### config.mk
export PLATFORM = sky130hd
export DESIGN_NAME = cook_timer
export DESIGN_NICKNAME = d
export VERILOG_FILES = /design/src/rtl/cook_timer_pkg.sv /design/src/rtl/bcd_down_digit.sv /design/src/rtl/cook_timer.sv
export SDC_FILE = /design/constraint.sdc
export NUM_CORES = 1
export LEC_CHECK = 0
export BUFFER_PORTS_ARGS = -buffer_cell sky130_fd_sc_hd__buf_2
export CAP_MARGIN = 15
export CORE_UTILIZATION = 47
export DETAILED_ROUTE_END_ITERATION = 8
export PLACE_DENSITY = 0.66
export SETUP_SLACK_MARGIN = 0.3
export SLEW_MARGIN = 20
export SYNTH_ARGS = -nofsm -noshare
export SYNTH_HDL_FRONTEND = slang
export SYNTH_SLANG_ARGS = --single-unit
export TNS_END_PERCENT = 20
### constraint.sdc
create_clock -name clk -period 2.6 [get_ports clk]
set_input_delay 0.26 -clock clk [delete_from_list [all_inputs] [get_ports clk]]
set_output_delay 0.26 -clock clk [all_outputs]
set_load 0.01 [all_outputs]
### src/rtl/cook_timer_pkg.sv
// cook_timer shared definitions
// state encoding and BCD digit constants
package cook_timer_pkg;

    localparam int DIGIT_W = 4;

    localparam logic [DIGIT_W-1:0] BCD_MAX      = 4'd9;
    localparam logic [DIGIT_W-1:0] SEC_TENS_MAX = 4'd5;

    typedef enum logic [1:0] {
        IDLE = 2'd0,
        SET  = 2'd1,
        RUN  = 2'd2,
        DONE = 2'd3
    } state_t;

endpackage

### src/rtl/bcd_down_digit.sv
// one BCD digit of the countdown
// clear > load > decrement; wraps to WRAP with borrow at 0
module bcd_down_digit
    import cook_timer_pkg::*;
#(
    parameter logic [DIGIT_W-1:0] WRAP = BCD_MAX
) (
    input  logic               i_clk,
    input  logic               i_resetn,
    input  logic               i_clr,
    input  logic               i_load,
    input  logic [DIGIT_W-1:0] i_load_val,
    input  logic               i_dec,
    output logic [DIGIT_W-1:0] o_q,
    output logic               o_borrow_out
);

    logic [DIGIT_W-1:0] r_q;

    assign o_q          = r_q;
    assign o_borrow_out = i_dec && (r_q == '0);

    // digit register: clear, load or decrement with wrap
    always_ff @(posedge i_clk or negedge i_resetn) begin
        if (!i_resetn) begin
            r_q <= '0;
        end else if (i_clr) begin
            r_q <= '0;
        end else if (i_load) begin
            r_q <= i_load_val;
        end else if (i_dec) begin
            r_q <= (r_q == '0) ? WRAP : r_q - 4'd1;
        end
    end

endmodule

### src/rtl/cook_timer.sv
// MM:SS BCD cook timer for the microwave controller
// keypad shift-in entry, 1 Hz countdown while enabled
module cook_timer
    import cook_timer_pkg::*;
#(
    parameter int CLK_DIV = 50000000,
    parameter int DIV_W   = 26
) (
    input  logic               clk,
    input  logic               resetn,
    input  logic               enable,
    input  logic               clearn,
    input  logic               key_valid,
    input  logic [DIGIT_W-1:0] key_digit,
    output logic [DIGIT_W-1:0] sec_ones,
    output logic [DIGIT_W-1:0] sec_tens,
    output logic [DIGIT_W-1:0] min_ones,
    output logic [DIGIT_W-1:0] min_tens,
    output logic               timer_done,
    output logic               zero
);

    localparam logic [DIV_W-1:0] DIV_LAST = DIV_W'(CLK_DIV - 1);

    state_t           r_state;
    logic [DIV_W-1:0] r_div;
    logic             r_done;

    logic w_clr;
    logic w_key_ok;
    logic w_key_zero;
    logic w_zero;
    logic w_run;
    logic w_tick;
    logic w_last;
    logic w_b_so;
    logic w_b_st;
    logic w_b_mo;
    logic w_b_mt;

    assign w_clr    = !clearn;
    assign w_key_ok = key_valid && (key_digit <= BCD_MAX) && !enable;

    assign w_zero = (sec_ones == '0) && (sec_tens == '0) &&
                    (min_ones == '0) && (min_tens == '0);

    assign w_key_zero = (key_digit == '0) && (sec_ones == '0) &&
                        (sec_tens == '0) && (min_ones == '0);

    // SET counts as runnable so a resumed partial second is not stretched
    assign w_run  = enable && !w_zero &&
                    ((r_state == SET) || (r_state == RUN));
    assign w_tick = w_run && (r_div == DIV_LAST);
    assign w_last = w_tick && (sec_ones == 4'd1) && (sec_tens == '0) &&
                    (min_ones == '0) && (min_tens == '0);

    assign timer_done = r_done;
    assign zero       = w_zero;

    bcd_down_digit #(.WRAP(BCD_MAX)) u_sec_ones (
        .i_clk        (clk),
        .i_resetn     (resetn),
        .i_clr        (w_clr),
        .i_load       (w_key_ok),
        .i_load_val   (key_digit),
        .i_dec        (w_tick),
        .o_q          (sec_ones),
        .o_borrow_out (w_b_so)
    );

    bcd_down_digit #(.WRAP(SEC_TENS_MAX)) u_sec_tens (
        .i_clk        (clk),
        .i_resetn     (resetn),
        .i_clr        (w_clr),
        .i_load       (w_key_ok),
        .i_load_val   (sec_ones),
        .i_dec        (w_b_so),
        .o_q          (sec_tens),
        .o_borrow_out (w_b_st)
    );

    bcd_down_digit #(.WRAP(BCD_MAX)) u_min_ones (
        .i_clk        (clk),
        .i_resetn     (resetn),
        .i_clr        (w_clr),
        .i_load       (w_key_ok),
        .i_load_val   (sec_tens),
        .i_dec        (w_b_st),
        .o_q          (min_ones),
        .o_borrow_out (w_b_mo)
    );

    bcd_down_digit #(.WRAP(BCD_MAX)) u_min_tens (
        .i_clk        (clk),
        .i_resetn     (resetn),
        .i_clr        (w_clr),
        .i_load       (w_key_ok),
        .i_load_val   (min_ones),
        .i_dec        (w_b_mo),
        .o_q          (min_tens),
        .o_borrow_out (w_b_mt)
    );

    // control FSM: prescaler, done flag and run/pause/expiry state
    always_ff @(posedge clk or negedge resetn) begin
        if (!resetn) begin
            r_state <= IDLE;
            r_div   <= '0;
            r_done  <= 1'b0;
        end else if (w_clr) begin
            r_state <= IDLE;
            r_div   <= '0;
            r_done  <= 1'b0;
        end else if (w_key_ok) begin
            r_div   <= '0;
            r_done  <= 1'b0;
            r_state <= w_key_zero ? IDLE : SET;
        end else if (w_tick) begin
            r_div <= '0;
            if (w_last) begin
                r_done  <= 1'b1;
                r_state <= DONE;
            end else begin
                r_state <= RUN;
            end
        end else if (w_run) begin
            r_div   <= r_div + 1'b1;
            r_state <= RUN;
        end else if ((r_state == RUN) && !enable) begin
            r_state <= SET;
        end else if ((r_state == IDLE) && enable) begin
            r_done  <= 1'b1;
            r_state <= DONE;
        end
    end

    logic w_unused;
    assign w_unused = w_b_mt;

endmodule

==> metrics.csv <==
metric,value,unit
initial antenna violation count,0,
# DRC,0,
Setup crit end kind,flip-flop,
CP Class,flip-flop to flip-flop,
max-slew violations,0,
synth-to-layout area growth,13.33,%
Slew @ Worst Pin,598.1,ps
clock sinks,45,
Worst-path clk slew,90,ps
Worst VDD drop,0.0003135,V
Setup Total Neg Slack,0,ps
Post-Syn Area per Cell,9.168,sq um
post-synthesis instance total,299,
failing checks,hold timing,
CP max FO,21,
Detail Route Antenna Nets,0,
hpwl dp,4.573,mm
I/O pin count,27,
routed via count,2415,
"Primary FF master, synth",dfrtp_1,
number of global-route vias before repair,2347,
number of DRC markers in iteration 0,155,
CTS Root Cell,clkbuf_8,
DIE AREA,6142,sq um
asr flop ratio synth,100.0,%
die height,78.37,um
fillcell total,518,
final hold violations,45,
largest net degree at the start of global routing,46,
routed len/inst,16.23,um
first-pass GRT wire length,11.14,mm
Starting Density,49.18,%
pre-CTS WS,396.3,ps
Synth cell types,54,
number of synthesized flops with an enable pin,0,
grt ovf,0,
register area share after synthesis,41.08,%
WL final,6.557,mm
proportion of layout cells with a drive suffix above 1,18.67,%
Tmin final,2238,ps
core area,5574,sq um
Tot GR Track Use,23.11,%
nets,343,
number of synthesis warnings,0,
vias per cell,5.978,
Layout Utilization,55.74,%
skew final,7.375,ps
RSZ-0062 raised after global routing,yes,
port bufs,26,
Final Cycle Share,86.07,%
Synth Register Bits,45,
Critical Path AT,2420,ps
final worst setup slack,362.3,ps
result of the run,"complete, but fails checks",
HP Class,input pin to async pin,
syn_nets,311,
Total Power,1.526,mW
final setup violation count,0,
CP Data Required Time,2790,ps
crit start category,flip-flop,
Die W,78.37,um
n_diodes,0,
Clock Path Buffers,2,
total CTS buffers,5,
row count,27,
Clock Latency Late Sink,300,ps
slew margin rel.,59.98,%
Final GP Congestion,0.8141,
Leak,1.327,nW
Max-Cap Viols,0,
H-tree depth,2,
CTS tree,yes,
WHS,-53.15,ps
1st-pass router iterations,4,
synthesized area,2741,sq um
"Hold-fix buffers, CTS",0,
Power per Cell Area,491.1,nW/um^2
achievable frequency,446.9,MHz
layout by cell type, fill, tap and decap left out, types with 4 or more instances in the layout:
| cell | instances |
|---|---|
| nand4_1 | 8 |
| nor3_1 | 6 |
| o211ai_1 | 7 |
| nor2_1 | 35 |
| mux2i_1 | 5 |
| inv_1 | 5 |
| a31oi_1 | 6 |
| and3_1 | 6 |
| dfrtp_1 | 45 |
| nand3_1 | 14 |
| buf_2 | 25 |
| nand2_1 | 27 |
| clkbuf_8 | 7 |
| a21oi_1 | 16 |
| or4_1 | 4 |
| o21ai_0 | 22 |
| o2111ai_1 | 5 |
| nand3b_1 | 4 |
| buf_4 | 11 |
| xor2_1 | 16 |
routing by layer:
metal,vias to the layer above,part of all wire [%],track usage [%]
met4,0,0.82,7.593
li1,1179,-,-
met1,1171,46,30.62
met2,59,48,37.89
met3,6,4.5,4.419
met5,-,0,0
through the flow:
step,area [sq um],instances
finish,3107,404
global route,3107,404
CTS,3068,402
detailed placement,2967,394
global placement,2967,394
floorplan,2741,299
what timing repair did:
item / CTS / global route
resized for setup: 0 / 1
setup endpoints to repair: 0 / 17
buffers inserted: 0 / 2
sequential cells by signal (all words and copies together) (netlist names):
name	flops
r_state	2
u_sec_ones.o_q	4
u_min_ones.o_q	4
timer_done	1
r_div	26
u_sec_tens.o_q	4
u_min_tens.o_q	4
synthesized netlist by cell type, types with 4 or more instances:
cell	instances	area, sq um
nor3_1	6	30.03
clkbuf_1	5	18.77
nand2_1	27	101.4
xor2_1	16	140.1
dfrtp_1	45	1126
buf_2	5	25.02
a31oi_1	6	37.54
nand4_1	8	50.05
and3_1	6	37.54
or4_1	4	30.03
o21ai_0	22	110.1
mux2i_1	5	50.05
o2111ai_1	5	43.79
inv_1	5	18.77
o211ai_1	7	52.55
nand3_1	14	70.07
a21oi_1	16	80.08
nand3b_1	4	30.03
nor2_1	35	131.4
critical path: stages (launching register included):
cell	delay (ps)
dfrtp_1	440
nor4b_1	310
nand4_1	240
nor3_2	190
buf_4	270
nand4_1	160
or2_1	240
a32o_1	260
logic make-up (layout without fill, tap and decap cells):
group           count (synthesis)  count (layout)  synth area share [%]
fa+ha+maj                       3               3                 1.369
xor+xnor                       18              18                 5.751
flops                          45              45                 41.08
compound gates                 77              77                 18.26
simple gates                  134             134                 28.76
buf+inv                        17              50                 2.967
mux                             5               5                 1.826
worst paths after layout:
path | from | end | slack, ps | cells after the start
worst min register to register | timer_done | timer_done | 490 | 1
max in group asynchronous | resetn | r_div[0] | 2240 | 1
worst min-delay path | resetn | u_min_ones.o_q[2] | -50 | 1
min in group clk | clearn | u_sec_ones.o_q[3] | 230 | 3
worst max register to register | r_div[11] | u_sec_tens.o_q[3] | 360 | 7
worst max-delay path | r_div[11] | u_sec_tens.o_q[3] | 360 | 7
final cells by class:
class / instances / area, sq um / area share (%)
multi-input cells: 237 / 1543 / 49.66
flip-flops and latches: 45 / 1126 / 36.25
repair buffers: 37 / 227.7 / 7.330
clock buffers: 7 / 96.34 / 3.101
well taps: 72 / 90.09 / 2.900
inverters: 5 / 18.77 / 0.6041
clock inverters: 1 / 5.005 / 0.1611
power breakdown:
| part | switching (mW) | internal (mW) | total (mW) | leakage, nW |
|---|---|---|---|---|
| Sequential | 0.0258 | 0.721 | 0.747 | 0.622 |
| Combinational | 0.192 | 0.108 | 0.299 | 0.651 |
| Clock | 0.239 | 0.241 | 0.480 | 0.0542 |
(Power assumes the default switching activity.)
